<file path="src/rtl/dmem_mmio_bus.sv">
// dmem_mmio_bus: data-side RAM, compare timer and 8N1 TX FIFO behind a combinational load path
module dmem_mmio_bus #(
  parameter int RAM_WORDS = 64,
  parameter int TX_DEPTH  = 8,
  parameter int BAUD_DIV  = 16
) (
  input  logic        clk,
  input  logic        reset,
  input  logic        i_mem_write,
  input  logic [31:0] i_addr,
  input  logic [31:0] i_wdata,
  output logic [31:0] o_rdata,
  output logic        o_tx,
  output logic        o_irq
);
  localparam int AW = $clog2(RAM_WORDS);
  localparam int PW = $clog2(TX_DEPTH);
  localparam int CW = PW + 1;
  localparam int BW = $clog2(BAUD_DIV);

  typedef enum logic [1:0] {IDLE, START, DATA, STOP} state_t;

  logic [31:0]   r_ram [RAM_WORDS];
  logic [7:0]    r_fifo [TX_DEPTH];
  logic [31:0]   r_tcount, r_tcmp;
  logic          r_en, r_irq_en, r_pend;
  logic [PW-1:0] r_wp, r_rp;
  logic [CW-1:0] r_cnt;
  logic          r_ovf;
  state_t        r_state;
  logic [7:0]    r_shift;
  logic [2:0]    r_bit;
  logic [BW-1:0] r_baud;
  logic          r_tx;

  logic [29:0]   w_word;
  logic [AW-1:0] w_ram_idx;
  logic          w_ram_sel, w_sel_tcount, w_sel_tcmp, w_sel_tctrl, w_sel_txdata, w_sel_txstat;
  logic          w_match, w_baud_end, w_pop, w_push_req, w_push;
  logic          w_full, w_empty, w_busy;
  logic          w_unused;

  assign w_word       = i_addr[31:2];
  assign w_ram_idx    = i_addr[AW+1:2];
  assign w_ram_sel    = i_addr[31:AW+2] == '0;
  assign w_sel_tcount = w_word == 30'h400;
  assign w_sel_tcmp   = w_word == 30'h401;
  assign w_sel_tctrl  = w_word == 30'h402;
  assign w_sel_txdata = w_word == 30'h403;
  assign w_sel_txstat = w_word == 30'h404;
  assign w_unused     = ^i_addr[1:0];

  assign w_match    = r_en && (r_tcount == r_tcmp);
  assign w_baud_end = r_baud == BW'(BAUD_DIV - 1);
  assign w_full     = r_cnt == CW'(TX_DEPTH);
  assign w_empty    = r_cnt == '0;
  assign w_busy     = r_state != IDLE;
  // The serializer only takes a byte when it is idle or finishing a stop bit, so back-to-back frames have no gap.
  assign w_pop      = !w_empty && (r_state == IDLE || (r_state == STOP && w_baud_end));
  assign w_push_req = i_mem_write && w_sel_txdata;
  assign w_push     = w_push_req && (!w_full || w_pop);

  assign o_tx  = r_tx;
  assign o_irq = r_pend & r_irq_en;

  // Zero-latency load mux; unmapped addresses read as zero.
  always_comb begin
    o_rdata = w_ram_sel    ? r_ram[w_ram_idx] :
              w_sel_tcount ? r_tcount :
              w_sel_tcmp   ? r_tcmp :
              w_sel_tctrl  ? {29'b0, r_pend, r_irq_en, r_en} :
              w_sel_txstat ? {16'b0, 8'(r_cnt), 4'b0, r_ovf, w_busy, w_empty, w_full} :
                             32'b0;
  end

  // Word RAM, deliberately unreset.
  always_ff @(posedge clk) begin
    if (i_mem_write && w_ram_sel) r_ram[w_ram_idx] <= i_wdata;
  end

  // FIFO byte storage, unreset; occupancy is tracked separately.
  always_ff @(posedge clk) begin
    if (w_push) r_fifo[r_wp] <= i_wdata[7:0];
  end

  // Compare timer: a store to TCOUNT wins over count/clear, a match wins over a pending clear.
  always_ff @(posedge clk or posedge reset) begin
    if (reset) begin
      r_tcount <= '0;
      r_tcmp   <= '0;
      r_en     <= 1'b0;
      r_irq_en <= 1'b0;
      r_pend   <= 1'b0;
    end else begin
      r_tcount <= (i_mem_write && w_sel_tcount) ? i_wdata : w_match ? '0 : r_en ? r_tcount + 32'd1 : r_tcount;
      if (i_mem_write && w_sel_tcmp) r_tcmp <= i_wdata;
      if (i_mem_write && w_sel_tctrl) begin
        r_en     <= i_wdata[0];
        r_irq_en <= i_wdata[1];
      end
      r_pend <= w_match | (r_pend & ~(i_mem_write & w_sel_tctrl & i_wdata[2]));
    end
  end

  // FIFO pointers, occupancy and sticky overflow for dropped pushes.
  always_ff @(posedge clk or posedge reset) begin
    if (reset) begin
      r_wp  <= '0;
      r_rp  <= '0;
      r_cnt <= '0;
      r_ovf <= 1'b0;
    end else begin
      r_wp  <= r_wp + PW'(w_push);
      r_rp  <= r_rp + PW'(w_pop);
      r_cnt <= r_cnt + CW'(w_push) - CW'(w_pop);
      r_ovf <= (w_push_req && !w_push) ? 1'b1 : (i_mem_write && w_sel_txstat && i_wdata[3]) ? 1'b0 : r_ovf;
    end
  end

  // 8N1 serializer, LSB first, BAUD_DIV clocks per bit.
  always_ff @(posedge clk or posedge reset) begin
    if (reset) begin
      r_state <= IDLE;
      r_shift <= '0;
      r_bit   <= '0;
      r_baud  <= '0;
      r_tx    <= 1'b1;
    end else begin
      case (r_state)
        IDLE: if (w_pop) begin
          r_state <= START;
          r_shift <= r_fifo[r_rp];
          r_baud  <= '0;
          r_tx    <= 1'b0;
        end
        START: if (w_baud_end) begin
          r_state <= DATA;
          r_tx    <= r_shift[0];
          r_shift <= r_shift >> 1;
          r_bit   <= '0;
          r_baud  <= '0;
        end else r_baud <= r_baud + 1'b1;
        DATA: if (w_baud_end) begin
          r_baud <= '0;
          if (r_bit == 3'd7) begin
            r_state <= STOP;
            r_tx    <= 1'b1;
          end else begin
            r_tx    <= r_shift[0];
            r_shift <= r_shift >> 1;
            r_bit   <= r_bit + 3'd1;
          end
        end else r_baud <= r_baud + 1'b1;
        STOP: if (w_baud_end) begin
          r_baud <= '0;
          if (w_pop) begin
            r_state <= START;
            r_shift <= r_fifo[r_rp];
            r_tx    <= 1'b0;
          end else r_state <= IDLE;
        end else r_baud <= r_baud + 1'b1;
        default: r_state <= IDLE;
      endcase
    end
  end
endmodule

</file>
<file path="config.mk">
export PLATFORM = sky130hd
export DESIGN_NAME = dmem_mmio_bus
export DESIGN_NICKNAME = d
export VERILOG_FILES = /design/src/rtl/dmem_mmio_bus.sv
export SDC_FILE = /design/constraint.sdc
export NUM_CORES = 2
export LEC_CHECK = 0
export CORE_UTILIZATION = 50
export DETAILED_ROUTE_END_ITERATION = 10
export DONT_BUFFER_PORTS = 1
export SETUP_SLACK_MARGIN = 0.02
export SLEW_MARGIN = 10
export SYNTH_ARGS = -nofsm -noshare
export SYNTH_HDL_FRONTEND = slang
export SYNTH_SLANG_ARGS = --single-unit
</file>
<file path="constraint.sdc">
create_clock -name clk -period 7.8 [get_ports clk]
set_input_delay 1.56 -clock clk [delete_from_list [all_inputs] [get_ports clk]]
set_output_delay 1.56 -clock clk [all_outputs]
set_load 0.01 [all_outputs]
</file>
==> results_dict.tcl <==
set metrics [dict create \
    status "finished with violations" \
    synth_common_cells "edfxtp_1 (2112), mux4_2 (307), nand2_1 (219)" \
    cts_root_buf "clkbuf_16" \
    grt_pass1_wl_um 377000 \
    fin_crit_sh_pct 97.0 \
    start_kind "input port" \
    syn-instance-count 4637 \
    dpl.hpwl_um 158000 \
    slew_headroom_pct -3.52 \
    holdPathEnd "r_bit[1]" \
    r2r_slack_ns 4.22 \
    drive_gt1_share_pct 21.3 \
    place_ws_ns 1.38 \
    p_switching_mw 5.08 \
    start_util_pct 50.5 \
    cts_setup_buffers 0 \
    portBuffers 0 \
    synth_nets 4724 \
    violations "slew limit" \
    power_frac_clock_pct 42.5 \
    required_ns 6.24 \
    seqPwrFrac_pct 53.8 \
    max_freq_ghz 0.132 \
    path_max_fanout 74 \
    finalSetupTns_ns 0 \
    gp_congestion 0.937 \
    finalCriticalPeriod_ns 7.56 \
    synth_top_area_share_pct 72.8 \
    dieWidth_um 419 \
    wl_um 278000 \
    finalHoldViolCount 0 \
    hold_ws_ns 0.499 \
    firstDrtPassIters 7 \
    fin_skew_ns 0.0203 \
    drc 0 \
    critPathKind "in -> out" \
    drt_iter0_markers 7491 \
    peakVddDrop_v 0.000220 \
    rsz0062_at_grt "no" \
    dp.cells 6845 \
    io_pins 101 \
    htree_levels 4 \
    critPathArrivalTime_ns 6.00 \
    grt.overflow.total 0 \
    nets 4854 \
    ys.flop_type "edfxtp_1" \
    swShare_pct 21.1 \
    ant_nets 0 \
    slew_viol_final 72 \
    total_power_mw 24.1 \
    rr_startpoint "r_state[0]" \
    synth_top_cell_by_area "edfxtp_1" \
    setup_slack_ns 0.237 \
    final_util_pct 56.7 \
    numCtsBuffers 222 \
    num_vias 49000 \
    grt_pass1_vias 46200 \
    final_cells 7265 \
    ys_ff_latch 2208 \
    holdCritStartpoint "r_bit[1]" \
    synth_edf_count 2112 \
    clk_pin_slew_ns 0.06 \
    grt_max_degree 493 \
    synth_most_common_cell "edfxtp_1" \
    ys_seq_area_share_pct 75.6 \
    syn-cell-area_mm2 0.0871 \
    syn2layout_area_growth_pct 12.2 \
    dieHeight_um 419 \
    clock_path_buffers 3 \
    power_frac_comb_pct 3.7 \
    clk_latency_ns 0.87 \
    cellPowerDensity_mw_per_mm2 247 \
    dpl_cell_area_mm2 0.0905 \
    setup_viol 0 \
    syn_area_per_cell_um2 18.8 \
    post_drt_wl_per_cell_um 38.2 \
    p_leak_nw 31.0 \
    cts_tree "built" \
    fin_area_mm2 0.0977 \
    async_flop_share_pct 4.35 \
    synthTopCellsByArea "edfxtp_1 (73%), mux4_2 (7.9%), dfrtp_1 (2.7%), mux2i_1 (2.1%), mux2_2 (1.7%)" \
    cap_violations 0 \
    coreArea_mm2 0.172 \
    nFillCells 13100 \
    grt_usage_pct 31.3 \
    min-delay-path-class "reg -> reg" \
    rows 152 \
    min_path_cells 1 \
    end_kind "output port" \
    cts_num_sinks 2208 \
    p_int_mw 19.0 \
    avgViaCountPerCell 6.75 \
    antenna_found_initial 13 \
    r2r-end "r_fifo[5][1]" \
    reg2reg_depth 9 \
    die_area_mm2 0.176 \
    worst_pin_slew_ns 1.55 \
    ys_warn_count 0 \
    synth.distinct_cells 84 \
]
## kinds of logic after synthesis
family                     Yosys count  synth area share [%]
adders and majority gates           20                 0.296
xor gates and xnor gates            67                 0.674
muxes                              619                  11.7
AOI/OAI and AO/OA                  786                  6.53
DFF                               2208                  75.6
buffers and inverters              315                  1.86
and+or+nand+nor                    622                  3.34
## cell usage in the layout, fill, tap and decap left out, types with 116 or more instances in the layout
cell,n
a221oi_1,150
buf_4,182
clkbuf_16,226
edfxtp_1,2112
mux2_2,132
mux2i_1,180
mux4_2,307
nand2_1,219
nor2_1,116
o21ai_0,119
## power by group through the flow
stage	clock [mW]	combinational, mW	sequential [mW]
floorplan	0	0.572	13.2
global placement	0	0.751	13.2
detailed placement	0	0.752	13.2
CTS	10.3	0.755	13.0
global route	10.8	0.896	13.0
finish	10.3	0.881	13.0
## cell type report
type / instances / area (um2) / area share [%]
repair buffers: 194 / 1660 / 1.70
clock buffers: 298 / 6000 / 6.14
diodes: 3 / 7.51 / 0.00768
flip-flops and latches: 2208 / 65800 / 67.4
inverters: 27 / 108 / 0.110
clock inverters: 111 / 958 / 0.981
multi-input cells: 2114 / 20200 / 20.7
well taps: 2310 / 2890 / 2.96
## metal layers
layer | vias to the layer above | track usage, % | part of all wire, %
met4 | 6 | 13.0 | 4.7
met5 | - | 0 | 0.013
met1 | 25900 | 44.1 | 39
met3 | 602 | 7.15 | 11
met2 | 3086 | 47.4 | 46
li1 | 19400 | - | -
## critical path, cell delays in order
cell	delay, ns
buf_16	0.44
buf_16	0.42
buf_16	0.40
buf_16	0.45
mux4_2	0.58
a22oi_1	0.63
o2111ai_1	0.42
nor3_1	0.24
a211oi_1	0.11
buf_4	0.20
buf_4	0.14
## state kept, by name (all words and copies together), names as in the netlist
signal	flops
r_ram	2048
r_fifo	64
r_tcmp	32
r_tcount	32
r_shift	8
r_baud	4
r_cnt	4
r_bit	3
r_rp	3
r_wp	3
r_state	2
o_tx	1
r_en	1
r_irq_en	1
r_ovf	1
r_pend	1
## what timing repair did
action                     in CTS  in global routing
setup endpoints to repair       0                 20
hold buffers                    0                  0
gates resized for setup         0                  4
## worst max-delay path by stage
stage | slack [ns] | start | end | cells past startpoint
final | 0.24 | i_addr[2] | o_rdata[18] | 11
after global routing | 0.06 | i_addr[2] | o_rdata[18] | 11
after CTS | 1.45 | i_addr[4] | o_rdata[5] | 8
after detailed placement | 1.38 | i_addr[4] | o_rdata[5] | 8
after global placement | 1.33 | i_addr[4] | o_rdata[5] | 8
after floorplan | 2.34 | i_addr[2] | r_ram[20][0] | 7
No activity file was read; power rests on OpenSTA's default activity.
